$ cat config.mk
export PLATFORM = sky130hd
export DESIGN_NAME = pb_press_decoder
export DESIGN_NICKNAME = d
export VERILOG_FILES = /design/src/rtl/pb_pkg.sv /design/src/rtl/pb_sync.sv /design/src/rtl/pb_press_decoder.sv
export SDC_FILE = /design/constraint.sdc
export NUM_CORES = 1
export LEC_CHECK = 0
export ABC_AREA = 1
export BUFFER_PORTS_ARGS = -buffer_cell sky130_fd_sc_hd__buf_2
export CAP_MARGIN = 20
export CELL_PAD_IN_SITES_DETAIL_PLACEMENT = 2
export CELL_PAD_IN_SITES_GLOBAL_PLACEMENT = 2
export CORE_MARGIN = 2
export CORE_UTILIZATION = 37
export DETAILED_ROUTE_END_ITERATION = 8
export HOLD_SLACK_MARGIN = 0.06
export PLACE_DENSITY_LB_ADDON = 0.1
export SLEW_MARGIN = 40
export SYNTH_ARGS = -nofsm -noshare
export SYNTH_HDL_FRONTEND = slang
export SYNTH_SLANG_ARGS = --single-unit
$ cat constraint.sdc
create_clock -name clk -period 2.3 [get_ports clk]
set_input_delay 0 -clock clk [delete_from_list [all_inputs] [get_ports clk]]
set_output_delay 0 -clock clk [all_outputs]
set_load 0.02 [all_outputs]
$ cat src/rtl/pb_pkg.sv
// Shared types and default timing for the push-button event decoder.
// Imported by pb_press_decoder.
package pb_pkg;

    typedef enum logic [2:0] {
        IDLE       = 3'd0,
        DB_PRESS   = 3'd1,
        HELD       = 3'd2,
        LONG_HELD  = 3'd3,
        DB_RELEASE = 3'd4
    } pb_state_t;

    localparam int DB_CYCLES_DEF     = 50_000;
    localparam int LONG_CYCLES_DEF   = 50_000_000;
    localparam int REPEAT_CYCLES_DEF = 10_000_000;

endpackage

$ cat src/rtl/pb_sync.sv
// Two-flop synchronizer, preset to 1 on reset (idle-high input).
// Ports: clk, rst_n (async, active-low), d (async in), q (synced out).
module pb_sync (
    input  logic clk,
    input  logic rst_n,
    input  logic d,
    output logic q
);

    logic meta;

    always_ff @(posedge clk or negedge rst_n) begin
        if (!rst_n) begin
            meta <= 1'b1;
            q    <= 1'b1;
        end else begin
            meta <= d;
            q    <= meta;
        end
    end

endmodule

$ cat src/rtl/pb_press_decoder.sv
// Debounced push-button decoder: press/release, short/long, auto-repeat.
// Ports: clk, rst_n, PB (raw, active-low); pressed level and 1-cycle
// strobes press, release_pulse, short_press, long_press, repeat_pulse.
module pb_press_decoder
    import pb_pkg::*;
#(
    parameter int DB_CYCLES     = DB_CYCLES_DEF,
    parameter int LONG_CYCLES   = LONG_CYCLES_DEF,
    parameter int REPEAT_CYCLES = REPEAT_CYCLES_DEF
) (
    input  logic clk,
    input  logic rst_n,
    input  logic PB,
    output logic pressed,
    output logic press,
    output logic release_pulse,
    output logic short_press,
    output logic long_press,
    output logic repeat_pulse
);

    // Guard against zero-width counters for tiny parameter values.
    localparam int DB_W  = (DB_CYCLES > 1) ? $clog2(DB_CYCLES) : 1;
    localparam int HL_W  = (LONG_CYCLES > 1) ? $clog2(LONG_CYCLES) : 1;
    localparam int RP_W  = (REPEAT_CYCLES > 1) ? $clog2(REPEAT_CYCLES) : 1;

    localparam logic [DB_W-1:0] DB_LAST = DB_W'(DB_CYCLES - 1);
    localparam logic [HL_W-1:0] HL_LAST = HL_W'(LONG_CYCLES - 1);
    localparam logic [RP_W-1:0] RP_LAST = RP_W'(REPEAT_CYCLES - 1);

    logic pb_s;

    pb_sync u_sync (
        .clk   (clk),
        .rst_n (rst_n),
        .d     (PB),
        .q     (pb_s)
    );

    pb_state_t       state_q, state_d;
    logic [DB_W-1:0] db_q, db_d;
    logic [HL_W-1:0] hold_q, hold_d;
    logic [RP_W-1:0] rep_q, rep_d;
    logic            long_q, long_d;
    logic            pressed_d, press_d, rel_d;
    logic            short_d, lp_d, rpt_d;

    always_ff @(posedge clk or negedge rst_n) begin
        if (!rst_n) begin
            state_q       <= IDLE;
            db_q          <= '0;
            hold_q        <= '0;
            rep_q         <= '0;
            long_q        <= 1'b0;
            pressed       <= 1'b0;
            press         <= 1'b0;
            release_pulse <= 1'b0;
            short_press   <= 1'b0;
            long_press    <= 1'b0;
            repeat_pulse  <= 1'b0;
        end else begin
            state_q       <= state_d;
            db_q          <= db_d;
            hold_q        <= hold_d;
            rep_q         <= rep_d;
            long_q        <= long_d;
            pressed       <= pressed_d;
            press         <= press_d;
            release_pulse <= rel_d;
            short_press   <= short_d;
            long_press    <= lp_d;
            repeat_pulse  <= rpt_d;
        end
    end

    always_comb begin
        state_d   = state_q;
        db_d      = db_q;
        hold_d    = hold_q;
        rep_d     = rep_q;
        long_d    = long_q;
        pressed_d = pressed;
        press_d   = 1'b0;
        rel_d     = 1'b0;
        short_d   = 1'b0;
        lp_d      = 1'b0;
        rpt_d     = 1'b0;

        unique case (state_q)
            IDLE: begin
                if (!pb_s) begin
                    state_d = DB_PRESS;
                    db_d    = '0;
                end
            end
            DB_PRESS: begin
                if (pb_s) begin
                    state_d = IDLE;
                end else if (db_q == DB_LAST) begin
                    state_d   = HELD;
                    press_d   = 1'b1;
                    pressed_d = 1'b1;
                    hold_d    = '0;
                    long_d    = 1'b0;
                end else begin
                    db_d = db_q + DB_W'(1);
                end
            end
            HELD: begin
                // Release sampling wins; hold_cnt freezes until resolved.
                if (pb_s) begin
                    state_d = DB_RELEASE;
                    db_d    = '0;
                end else if (hold_q == HL_LAST) begin
                    state_d = LONG_HELD;
                    lp_d    = 1'b1;
                    long_d  = 1'b1;
                    rep_d   = '0;
                end else begin
                    hold_d = hold_q + HL_W'(1);
                end
            end
            LONG_HELD: begin
                if (pb_s) begin
                    state_d = DB_RELEASE;
                    db_d    = '0;
                end else if (rep_q == RP_LAST) begin
                    rpt_d = 1'b1;
                    rep_d = '0;
                end else begin
                    rep_d = rep_q + RP_W'(1);
                end
            end
            DB_RELEASE: begin
                // A bounce back low resumes the hold without any strobe.
                if (!pb_s) begin
                    state_d = long_q ? LONG_HELD : HELD;
                end else if (db_q == DB_LAST) begin
                    state_d   = IDLE;
                    rel_d     = 1'b1;
                    short_d   = !long_q;
                    pressed_d = 1'b0;
                end else begin
                    db_d = db_q + DB_W'(1);
                end
            end
            default: begin
                state_d = IDLE;
            end
        endcase
    end

endmodule

==> results.py <==
metrics = {
    "timing": {
        "rsz0062_at_grt": "false",
        "setup_ws_ps": 269.2,
        "hold_viol": 0,
        "slew_violations": 0,
        "fmax_mhz": 492.4,
        "finClkSkew_ps": 10.56,
        "relSlewSlack": 0.5578,
        "setup_viol": 0,
        "tightestPinTransition_ps": 662.6,
        "finalCritPeriodShare": 0.8829,
        "tns_ps": 0,
        "fin_crit_ps": 2031,
    },
    "placed_design": {
        "portBuffers": 8,
        "hpwl_mm": 13.10,
        "placed_cell_area_sq_um": 5468,
        "gp_congestion": 0.8380,
        "post-place-ws_ps": 146.6,
    },
    "logic_synthesis": {
        "synth_nets": 760,
        "synthDistinctLibCells": 38,
        "syn_area_per_cell_sq_um": 6.956,
        "synth_cells": 754,
        "yosysSeqAreaShare": 0.3726,
        "syn_area_sq_um": 5245,
        "yosysWarningCount": 0,
        "synth_seq_cells": 78,
    },
    "setup_path": {
        "path_cells": "ha_1, nand2_2, nor2_4, nand2_1, inv_1, nand4_1, nor4_1",
        "critPathLaunchType": "flip-flop",
        "cp-end-kind": "flip-flop",
        "cp_top_family": "simple AND/OR/NAND/NOR gates",
        "slowest_stage": "dfrtp_1",
        "required_ps": 2480,
        "crit_buf_inv": 1,
        "critPathMaxStageDelay_ps": 460,
        "reg2reg_depth": 7,
        "r2r-start": "hold_q[0]$_DFFE_PN0P_",
        "crit_arrival_ps": 2210,
        "r2r-end": "long_press$_DFF_PN0_",
        "ff2ff_setup_slack_ps": 270,
        "worstPathMaxFanout": 7,
        "critPathKind": "reg2reg",
    },
    "drt": {
        "viasPerCell": 5.349,
        "drt-pass1-iter-count": 4,
        "via_count": 5087,
        "drt_iter0_drc": 219,
        "route.detailed.drc": 0,
        "ant_nets": 0,
        "routedWlPerCell_microns": 18.48,
        "wl_mm": 17.58,
    },
    "power_and_ir_drop": {
        "power_density_nw_per_um2": 724.4,
        "power_w": 0.004196,
        "ir_drop_mv": 0.3469,
        "leakagePower_nw": 2.382,
    },
    "floorplan": {
        "rows": 43,
        "die_y_microns": 123.1,
        "die_area_sq_um": 15140,
        "num_io_pins": 9,
        "start_util": 0.3779,
        "dieWidth_microns": 123.1,
        "core-area_sq_um": 13880,
    },
    "grt": {
        "grt_pass1_wl_mm": 29.24,
        "antenna_found_initial": 0,
        "grt_pass1_vias": 5542,
        "grt_start_max_net_pins": 44,
        "gr-usage-met2": 0.4265,
        "grtUsageTotal": 0.2486,
        "grt.busiest_layer": "met2",
        "grt_use_met1": 0.3320,
        "grt-ovfl-total": 0,
        "use_met3": 0.02768,
    },
    "run": {
        "drv_cap": 0,
    },
    "layout": {
        "area.sequential_sq_um": 1956,
        "final_cell_area_sq_um": 5792,
        "multiInputGateArea_sq_um": 2868,
        "fill_cells": 1693,
        "num_antenna_cells": 0,
        "layout-drive-gt1-share": 0.1323,
        "area_growth_pct": 10.42,
        "layout.nets": 772,
    },
    "clocking": {
        "cts_buffers": 9,
        "numClockSinks": 78,
        "clkSlewWorstSetupHoldPaths_ps": 60,
        "cts_max_path_buffers": 2,
        "cts-htree-levels": 3,
        "clockRootBuffer": "clkbuf_16",
        "cts_tree": "done",
        "post-cts-setup-buffers": 0,
        "clk_latency_ps": 350,
    },
    "min_path": {
        "hold_class": "in2async",
    },
    "outcome": {
        "status": "finished clean",
    },
}
metal layers:
metal / routed length [microns] / up-vias
met1: 8382 / 2566
met4: 226 / 0
met2: 8696 / 36
li1: - / 2470
met3: 271 / 15
met5: 0 / -
how the worst max path moves through the flow:
stage	end	slack [ps]	start	cells after the start
floorplan	rep_q[5]$_DFFE_PN0P_	570	hold_q[0]$_DFFE_PN0P_	11
global placement	rep_q[17]$_DFFE_PN0P_	290	hold_q[0]$_DFFE_PN0P_	10
detailed placement	rep_q[17]$_DFFE_PN0P_	150	hold_q[0]$_DFFE_PN0P_	10
CTS	rep_q[5]$_DFFE_PN0P_	140	hold_q[0]$_DFFE_PN0P_	10
global route	db_q[5]$_DFFE_PN0P_	50	db_q[0]$_DFFE_PN0P_	11
finish	long_press$_DFF_PN0_	270	hold_q[0]$_DFFE_PN0P_	7
worst register-to-register path, delay by kind of cell, from the launching register on:
kind,cells,cell delay [ps]
AND/OR/NAND/NOR,5,920
buffers and inverters,1,230
adder cells (fa/ha/maj),1,260
flip-flops,1,460
placed cells by master, fill, tap and decap left out, types with 9 or more instances in the layout:
cell	n
inv_2	9
nor3_1	14
nand4_1	28
nand3_1	77
nand2_2	19
inv_1	68
clkbuf_16	9
nor2_1	88
dfrtp_1	75
xor2_1	20
o21ai_0	17
nand2_1	222
o21ai_1	33
o21ai_2	14
state kept, by name (all words and copies together), names as in the netlist:
signal and cells:
hold_q 26, rep_q 24, db_q 16, state_q 3, long_press 1, long_q 1
press 1, pressed 1, release_pulse 1, repeat_pulse 1, short_press 1, u_sync.meta 1
u_sync.q 1
power breakdown:
group	internal [W]	switching [W]
clock network	0.000844	0.000653
registers	0.00145	0.000101
logic	0.000281	0.000869
total	0.00257	0.00162
kinds of logic (layout without fill, tap and decap cells):
family | Yosys count | after routing | share of synthesized area
AND/OR/NAND/NOR | 481 | 481 | 0.4151
flip-flops | 78 | 78 | 0.3726
XOR/XNOR | 22 | 22 | 0.03674
buffers and inverters | 95 | 112 | 0.08063
AO/OA/AOI/OAI | 75 | 75 | 0.08779
adder cells (fa/ha/maj) | 3 | 3 | 0.007157
cell type report:
cell class | instances | area share
multi-input cells | 581 | 0.4951
clock buffers | 9 | 0.03889
flip-flops and latches | 78 | 0.3377
inverters | 78 | 0.05098
repair buffers | 18 | 0.02549
well taps | 180 | 0.03889
clock inverters | 7 | 0.01296
stage by stage:
stage	hold slack (ps)	util	instances
global placement	25.30	0.3939	933
finish	183.8	0.4173	951
global route	248.1	0.4173	951
floorplan	-295.6	-	754
CTS	217.0	0.4170	951
detailed placement	38.77	0.3939	933
cell usage after synthesis, drive strengths merged:
cell type	number	area (sq um)
a21boi	2	15.01
xnor2	2	17.52
or2	6	37.54
a21oi	3	26.28
ha	3	37.54
o21bai	2	15.01
nor3b	4	35.03
xor2	20	175.2
buf	14	118.9
nor4	5	31.28
clkbuf	3	11.26
nor2	99	419.2
dfrtp	76	1902
dfstp	2	52.55
nand3	79	412.9
o21a	1	7.510
nand3b	2	15.01
nand4	28	175.2
nand2	243	974.7
nor3	14	70.07
o21ai	64	372.9
and2	1	6.260
a31o	1	8.760
o211ai	2	15.01
inv	78	292.8
timing repair:
| action | 4_1_cts | 5_1_grt |
|---|---|---|
| hold endpoints to repair | 36 | 0 |
| hold buffers | 2 | 0 |
| resized for setup | 0 | 2 |
| setup endpoints to repair | 0 | 22 |
Note: power is estimated with default switching activity, not from simulation.
